$ cat config.mk
export PLATFORM = sky130hd
export DESIGN_NAME = dma_ring_scheduler
export DESIGN_NICKNAME = d
export VERILOG_FILES = /design/src/rtl/dma_ring_scheduler.sv
export SDC_FILE = /design/constraint.sdc
export NUM_CORES = 1
export LEC_CHECK = 0
export ABC_AREA = 1
export CAP_MARGIN = 30
export CELL_PAD_IN_SITES_DETAIL_PLACEMENT = 2
export CELL_PAD_IN_SITES_GLOBAL_PLACEMENT = 2
export CORE_MARGIN = 10
export CORE_UTILIZATION = 32
export CTS_CLUSTER_DIAMETER = 30
export DETAILED_ROUTE_END_ITERATION = 10
export PLACE_DENSITY_LB_ADDON = 0.05
export SLEW_MARGIN = 20
export SYNTH_ARGS = -nofsm -noshare
export SYNTH_HDL_FRONTEND = slang
export SYNTH_SLANG_ARGS = --single-unit
$ cat constraint.sdc
create_clock -name CLK -period 3.65 [get_ports CLK]
set_input_delay 0.5475 -clock CLK [delete_from_list [all_inputs] [get_ports CLK]]
set_output_delay 0.5475 -clock CLK [all_outputs]
set_load 0.005 [all_outputs]
$ cat src/rtl/dma_ring_scheduler.sv
// Ring-buffer DMA command sequencer: issues one DMA command per buffer slot,
// absorbs DMA completions and recycles slots after the host acknowledges them.
`timescale 1ns/1ps

module dma_ring_scheduler #(
    parameter int NBUF_MAX = 16,
    parameter int IDX_W    = 4
) (
    input  logic             CLK,
    input  logic             RST_N,
    input  logic             ENABLE,
    input  logic [27:0]      BASE_ADR,
    input  logic [27:0]      BUF_SIZE,
    input  logic [IDX_W:0]   NUM_BUFS,
    input  logic             DATA_AFULL,
    output logic             DMA_START,
    output logic [27:0]      DMA_START_ADR,
    output logic [27:0]      DMA_BUF_SIZE,
    input  logic [15:0]      DMA_DONE_CNT,
    input  logic             DMA_CMD_AEMPTY,
    output logic             BUF_VALID,
    output logic [IDX_W-1:0] BUF_IDX,
    output logic [27:0]      BUF_ADR,
    input  logic             BUF_ACK,
    output logic             BUSY,
    output logic             OVERFLOW
);

    localparam logic [1:0] S_IDLE  = 2'd0;
    localparam logic [1:0] S_RUN   = 2'd1;
    localparam logic [1:0] S_GAP   = 2'd2;
    localparam logic [1:0] S_DRAIN = 2'd3;

    localparam logic [IDX_W:0]   NB_MAX  = (IDX_W+1)'(NBUF_MAX);
    localparam logic [IDX_W:0]   CNT_ONE = (IDX_W+1)'(1);
    localparam logic [IDX_W-1:0] IDX_ONE = IDX_W'(1);

    // Session configuration
    logic [1:0]       r_state;
    logic             r_enable_d;
    logic [27:0]      r_base;
    logic [27:0]      r_size;
    logic [IDX_W:0]   r_nb;

    // Write (issue) side
    logic [IDX_W-1:0] r_wr_idx;
    logic [27:0]      r_wr_adr;
    logic [IDX_W:0]   r_issued;

    // Completion side
    logic [15:0]      r_shadow;
    logic [IDX_W:0]   r_done;

    // Read (host) side
    logic [IDX_W-1:0] r_rd_idx;
    logic [27:0]      r_rd_adr;
    logic [IDX_W:0]   r_acked;

    // Registered outputs
    logic             r_dma_start;
    logic [27:0]      r_dma_start_adr;
    logic [27:0]      r_dma_buf_size;
    logic             r_overflow;

    logic [1:0]       w_state_nxt;
    logic [IDX_W:0]   w_nb_clamped;
    logic [IDX_W:0]   w_inflight;
    logic             w_start_session;
    logic             w_issue;
    logic             w_absorb;
    logic             w_buf_valid;
    logic             w_ack;
    logic             w_wr_wrap;
    logic             w_rd_wrap;
    logic             w_busy;

    always_comb begin
        if (NUM_BUFS == '0) begin
            w_nb_clamped = CNT_ONE;
        end else if (NUM_BUFS > NB_MAX) begin
            w_nb_clamped = NB_MAX;
        end else begin
            w_nb_clamped = NUM_BUFS;
        end
    end

    // Counters wrap one bit wider than the index, so issued-acked is exact up to nb.
    assign w_inflight      = r_issued - r_acked;
    assign w_busy          = (r_state != S_IDLE);
    assign w_start_session = (r_state == S_IDLE) && ENABLE && !r_enable_d;
    assign w_issue         = (r_state == S_RUN) && ENABLE && DMA_CMD_AEMPTY
                             && (w_inflight < r_nb);
    assign w_absorb        = w_busy && (r_shadow != DMA_DONE_CNT);
    assign w_buf_valid     = (r_done != r_acked);
    assign w_ack           = BUF_ACK && w_buf_valid;
    assign w_wr_wrap       = ({1'b0, r_wr_idx} == (r_nb - CNT_ONE));
    assign w_rd_wrap       = ({1'b0, r_rd_idx} == (r_nb - CNT_ONE));

    always_comb begin
        w_state_nxt = r_state;
        case (r_state)
            S_IDLE:  if (w_start_session) w_state_nxt = S_RUN;
            S_RUN: begin
                if (!ENABLE) begin
                    w_state_nxt = S_DRAIN;
                end else if (w_issue) begin
                    w_state_nxt = S_GAP;
                end
            end
            S_GAP:   w_state_nxt = S_RUN;
            S_DRAIN: if (r_done == r_issued) w_state_nxt = S_IDLE;
            default: w_state_nxt = S_IDLE;
        endcase
    end

    // NOTE: state registers use non-blocking assignments so every always_ff
    // sees the pre-edge values of the others, regardless of evaluation order.
    always_ff @(posedge CLK or negedge RST_N) begin
        if (!RST_N) begin
            r_state    <= S_IDLE;
            r_enable_d <= 1'b0;
        end else begin
            r_state    <= w_state_nxt;
            r_enable_d <= ENABLE;
        end
    end

    always_ff @(posedge CLK or negedge RST_N) begin
        if (!RST_N) begin
            r_base <= '0;
            r_size <= '0;
            r_nb   <= '0;
        end else if (w_start_session) begin
            r_base <= BASE_ADR;
            r_size <= BUF_SIZE;
            r_nb   <= w_nb_clamped;
        end
    end

    // Address of slot k is accumulated: +size per step, reload base on wrap.
    always_ff @(posedge CLK or negedge RST_N) begin
        if (!RST_N) begin
            r_wr_idx <= '0;
            r_wr_adr <= '0;
            r_issued <= '0;
        end else if (w_start_session) begin
            r_wr_idx <= '0;
            r_wr_adr <= BASE_ADR;
            r_issued <= '0;
        end else if (w_issue) begin
            r_issued <= r_issued + CNT_ONE;
            if (w_wr_wrap) begin
                r_wr_idx <= '0;
                r_wr_adr <= r_base;
            end else begin
                r_wr_idx <= r_wr_idx + IDX_ONE;
                r_wr_adr <= r_wr_adr + r_size;
            end
        end
    end

    always_ff @(posedge CLK or negedge RST_N) begin
        if (!RST_N) begin
            r_dma_start     <= 1'b0;
            r_dma_start_adr <= '0;
            r_dma_buf_size  <= '0;
        end else begin
            r_dma_start <= w_issue;
            if (w_issue) begin
                r_dma_start_adr <= r_wr_adr;
                r_dma_buf_size  <= r_size;
            end
        end
    end

    // One completion absorbed per cycle; a jump in DMA_DONE_CNT drains over time.
    always_ff @(posedge CLK or negedge RST_N) begin
        if (!RST_N) begin
            r_shadow <= '0;
            r_done   <= '0;
        end else if (w_start_session) begin
            r_shadow <= DMA_DONE_CNT;
            r_done   <= '0;
        end else if (w_absorb) begin
            r_shadow <= r_shadow + 16'd1;
            r_done   <= r_done + CNT_ONE;
        end
    end

    always_ff @(posedge CLK or negedge RST_N) begin
        if (!RST_N) begin
            r_rd_idx <= '0;
            r_rd_adr <= '0;
            r_acked  <= '0;
        end else if (w_start_session) begin
            r_rd_idx <= '0;
            r_rd_adr <= BASE_ADR;
            r_acked  <= '0;
        end else if (w_ack) begin
            r_acked <= r_acked + CNT_ONE;
            if (w_rd_wrap) begin
                r_rd_idx <= '0;
                r_rd_adr <= r_base;
            end else begin
                r_rd_idx <= r_rd_idx + IDX_ONE;
                r_rd_adr <= r_rd_adr + r_size;
            end
        end
    end

    always_ff @(posedge CLK or negedge RST_N) begin
        if (!RST_N) begin
            r_overflow <= 1'b0;
        end else if (w_start_session) begin
            r_overflow <= 1'b0;
        end else if (w_busy && (w_inflight == r_nb) && DATA_AFULL) begin
            r_overflow <= 1'b1;
        end
    end

    assign DMA_START     = r_dma_start;
    assign DMA_START_ADR = r_dma_start_adr;
    assign DMA_BUF_SIZE  = r_dma_buf_size;
    assign BUF_VALID     = w_buf_valid;
    assign BUF_IDX       = r_rd_idx;
    assign BUF_ADR       = r_rd_adr;
    assign BUSY          = w_busy;
    assign OVERFLOW      = r_overflow;

endmodule

After elaboration in Yosys (flattened, before gate mapping):

Index checks and enable logic that the tools add are counted.

* add/subtract/negate cells: 10
* $lt $le $gt $ge: 2
* equality and inequality tests: 12
* mux-type cells: 29
* reductions and logical operators: 18

Operator list (count)
* 2-to-1 mux 28 bit: 6
* adder 28 bit: 2
* 2-to-1 mux 5 bit: 8
* 2-to-1 mux 16 bit: 2
* 2-to-1 mux 4 bit: 6
* adder 16 x 1 -> 16 bit (second input constant): 1
* != test 16 bit: 1
* adder 5 x 1 -> 5 bit (second input constant): 3
* == test 4 x 5 -> 1 bit: 2
* == test 5 bit: 2
* nonzero test 2 bit: 5
* logical AND 1 bit: 9
* adder 4 x 1 -> 4 bit (second input constant): 2
* 2-to-1 mux 2 bit: 4
* case mux 2 bit (4 select lines): 1
* > comparator 5 bit (second input constant): 1
* logical NOT 5 bit: 1
* < comparator 5 bit: 1
* != test 5 bit: 1
* subtractor 5 x 1 -> 5 bit (second input constant): 1
* subtractor 5 bit: 1
* == test 2 bit (second input constant): 2
* != test 2 bit (second input constant): 2
* != test 3 bit (second input constant): 1
* 5 further kinds: 6

* flip-flop bits (word level): 217

Longest topological paths before layout:

* depth after elaboration: 7
* depth in mapped cells: 18

Least setup slack after synthesis:

Ideal clock, no wire load.

* kind: register -> register
* from: reg r_issued[0]
* to: reg r_dma_buf_size[1], in the netlist DMA_BUF_SIZE[1]
* library setup time: 0.117 ns
* arrival time: 2.596 ns
* data required time: 3.533 ns
* path slack: 0.936 ns
* stages on the path, launching flop included: 18
* cells stage by stage: dfrtp_1 -> inv_1 -> ha_1 -> inv_1 -> fa_1 -> nand3_1 -> nand2_1 -> xor2_1 -> ha_1 -> nand2_1 -> inv_1 -> nor4_2 -> nand3_1 -> buf_2 -> buf_6 -> buf_2 -> nand2_1 -> nand2_1

* cells in the longest elaborated chain, start to end: 3

Ends and longest elaborated chain
* start: declaration: line 48 `logic [IDX_W:0] r_issued;`
* start signal: assignment: line 151 `r_issued <= r_issued + CNT_ONE;`
* subtractor 5 bit: line 88 `assign w_inflight = r_issued - r_acked;`
* < comparator 5 bit: line 92 `&& (w_inflight < r_nb);`
* logical AND 1 bit: line 92
* end signal: assignment: line 171 `r_dma_buf_size <= r_size;`
* end: declaration: line 62 `logic [27:0] r_dma_buf_size;`

Every way passes these cells.
A chain may end at the register's enable or synchronous reset.

Final worst setup path:

* from: reg r_issued[0]
* to: reg r_wr_idx[0]

* cells in the longest elaborated chain, start to end: 4

Ends and longest elaborated chain
* subtractor 5 bit: line 88
* < comparator 5 bit: line 92
* logical AND 1 bit: line 92
* nonzero test 2 bit (no source line)
* end signal: assignment: line 156 `r_wr_idx <= r_wr_idx + IDX_ONE;`
* end: declaration: line 46 `logic [IDX_W-1:0] r_wr_idx;`

Every way passes these cells.

==> run_results.csv <==
group,metric,value,unit
timing,post-route-period-util,92.3,%
critical_path,max_stage_delay,0.42,ns
timing,post-route-min-period,3.37,ns
detailed_routing,wl_per_cell,22.4,microns
critical_path,cp_max_fo,28,
critical_path,cp_cell_sequence,"inv_1 -> ha_1 -> inv_1 -> fa_1 -> nand3_1 -> nand2_1 -> xor2_1 -> ha_1 -> nand2_1 -> inv_1 -> nor4_2 -> nand3_4 -> nand2_1 -> buf_12 -> inv_1 -> nand2_1 -> o21ai_0",
grt,grt_pass1_vias,16300,
critical_path,critPathBufInv,5,
pwr,power_density,1210,mW/mm^2
grt,gr-usage-all-layers,23.9,%
timing,slew_violations,0,
placement,io_buffers,174,
timing,tns,0,ns
placement,dpl_cell_area,0.0164,sq mm
clocking,cts.clk_slew.worst_paths,0.04,ns
critical_path,cpMaxStageDelayCell,"dfrtp_1",
synthesis,synth_area_leader_cell,"dfrtp_1",
detailed_routing,drc,0,
critical_path,cp-start-kind,"flip-flop",
timing,worst_pin_slew,0.926,ns
timing,setup_ws,0.280,ns
synthesis,synth_top_area_share,38.7,%
critical_path,cp.required,4.09,ns
timing,slew_headroom,38.3,%
synthesis,synthesis.area,0.0140,sq mm
critical_path,cp_top_family,"simple AND/OR/NAND/NOR gates",
floorplanning,fp.coreArea,0.0433,sq mm
final_layout,layout_commonest_cell,"nand2_1",
final_layout,design_area,0.0187,sq mm
critical_path,critPathCaptureType,"flip-flop",
synthesis,synth_seq_cells,217,
pwr,fin_total_pwr,0.0226,W
clocking,clock_latency,0.59,ns
clocking,post_cts_hold_buffer_count,0,
synthesis,syn_inst,1966,
pwr,leakagePower,9.36,nW
clocking,h-tree-depth,3,
synthesis,synth-main-ff-cell,"dfrtp_1",
floorplanning,initial_core_util,32.4,%
synthesis,async_reset_ff_share,100,%
min_path,hold_class,"in2async",
grt,antenna_found_initial,0,
grt,grt_max_degree,110,
critical_path,arrival,3.81,ns
outcome,outcome,"complete, no violations",
grt,grt_first_pass_wirelength,98100,microns
synthesis,seq_area_frac_synth,38.7,%
detailed_routing,drtIter0Drc,670,
pwr,ir_drop,456,uV
synthesis,synth.net_count,2122,
timing,rsz0062_at_grt,"no",
timing,finClkSkew,0.0226,ns
placement,place_congestion,0.861,
floorplanning,num_rows,76,
detailed_routing,viasPerCell,5.06,
clocking,cts_buffer_depth,3,
clocking,postCtsSetupBuffers,0,
clocking,cts_made_buffers,70,
grt,gr-total-overflow,0,
final_layout,fin_nets,2322,
placement,dp_hpwl,46800,microns
clocking,cts.sinks,217,
synthesis,synth_edf_count,0,
critical_path,crit_type,"reg2reg",
floorplanning,io_pins,175,
detailed_routing,via_count,14200,
detailed_routing,first_pass_iters,5,
detailed_routing,wirelength,62900,microns
final_layout,drive_above_1_share,7.52,%
detailed_routing,ant_nets,0,
timing,fmax,297,MHz
timing,setup_violations,0,
placement,pre_cts_slack,0.270,ns
synthesis,synth.avg_cell_area,7.14,sq um
run,cap_violations,0,
timing,hold_violations,0,
floorplanning,die_w,229,microns
final_layout,diodes,0,
final_layout,synthToLayoutAreaGrowth,33.2,%
floorplanning,die_area,0.0527,sq mm
timing,whs,0.0217,ns
floorplanning,dieHeight,229,microns
clocking,clockRootBuffer,"clkbuf_16",
synthesis,yosysUniqueCellTypes,42,
synthesis,synth_area_leaders,"dfrtp_1 (39%), nand2_1 (17%), inv_1 (6.9%)",
clocking,cts_resized,0,
clocking,cts_tree,"yes",
final_layout,mostFrequentLayoutCells,"nand2_1 (629), inv_1 (258), dfrtp_1 (217)",
synthesis,yosysWarnings,0,
==> routing by layer <==
layer | vias up | GRT usage [%] | share of wire, %
li1 | 6716 | - | -
met1 | 7067 | 27.0 | 41
met2 | 286 | 42.9 | 51
met3 | 125 | 4.50 | 3.4
met4 | 0 | 10.6 | 4.4
met5 | - | 0 | 0
==> cell usage after synthesis, drive strengths merged, types with 2 or more instances <==
cell type and n:
nand4 21, nor4 2, nand2 633, nand3b 4, a21oi 94, nand3 158
and2 3, ha 70, dfrtp 217, or2 11, xnor2 24, nor3 23
a21o 4, clkbuf 10, o211ai 12, inv 266, xor2 49, nor2 120
o21ai 168, o21bai 10, a31oi 6, fa 3, buf 49, o22ai 6
==> sequential cells by signal, indices dropped and copies added (netlist names), 5 cells and up <==
| signal | count |
|---|---|
| r_issued | 5 |
| DMA_START_ADR | 28 |
| r_acked | 5 |
| BUF_ADR | 28 |
| DMA_BUF_SIZE | 28 |
| r_done | 5 |
| r_shadow | 16 |
| r_nb | 5 |
| r_base | 28 |
| r_size | 28 |
| r_wr_adr | 28 |
==> power by group <==
group	total [W]	leakage, nW	internal [W]	switching, W
sequential	0.00493	2.70	0.00355	0.00138
combinational	0.0118	5.53	0.00438	0.00739
clock	0.00593	1.13	0.00406	0.00187
total	0.0226	9.36	0.0120	0.0106
==> final timing paths <==
check	slack, ns	from	depth (start not counted)	end
max	0.28	r_issued[0]$_DFFE_PN0P_	17	r_wr_idx[0]$_DFFE_PN0P_
min	0.02	RST_N	1	BUF_ADR[22]$_DFFE_PN0P_
max reg2reg	0.28	r_issued[0]$_DFFE_PN0P_	17	r_wr_idx[0]$_DFFE_PN0P_
min reg2reg	0.49	DMA_START_ADR[1]$_DFFE_PN0P_	2	DMA_START_ADR[1]$_DFFE_PN0P_
max in group asynchronous	2.71	RST_N	2	r_size[1]$_DFFE_PN0P_
min in group CLK	0.49	DMA_START_ADR[1]$_DFFE_PN0P_	2	DMA_START_ADR[1]$_DFFE_PN0P_
==> layout make-up <==
| type | instances | area, sq um |
|---|---|---|
| tap | 585 | 732 |
| clock buffer | 88 | 1920 |
| multi-input combinational | 1423 | 7260 |
| inverter | 267 | 1000 |
| timing repair buffer | 187 | 1940 |
| fill | 5014 | 24600 |
| sequential | 217 | 5430 |
| clock inverter | 39 | 413 |
==> kinds of logic (layout without fill, tap and decap cells) <==
group                      after synthesis  after routing  share of synthesized area, %
adders and majority gates               73             73                          6.67
buffers and inverters                  326            581                          9.68
AOI/OAI and AO/OA                      302            302                          11.4
DFF                                    217            217                          38.7
and+or+nand+nor                        975            975                          29.0
xor gates and xnor gates                73             73                          4.61
==> metrics by stage <==
stage	std cells	util, %
after CTS	2806	43.2
after detailed placement	2679	37.8
final	2806	43.2
after global routing	2806	43.2
after global placement	2679	37.8
after floorplan	1966	-
Power figures use the tool's default switching activity.
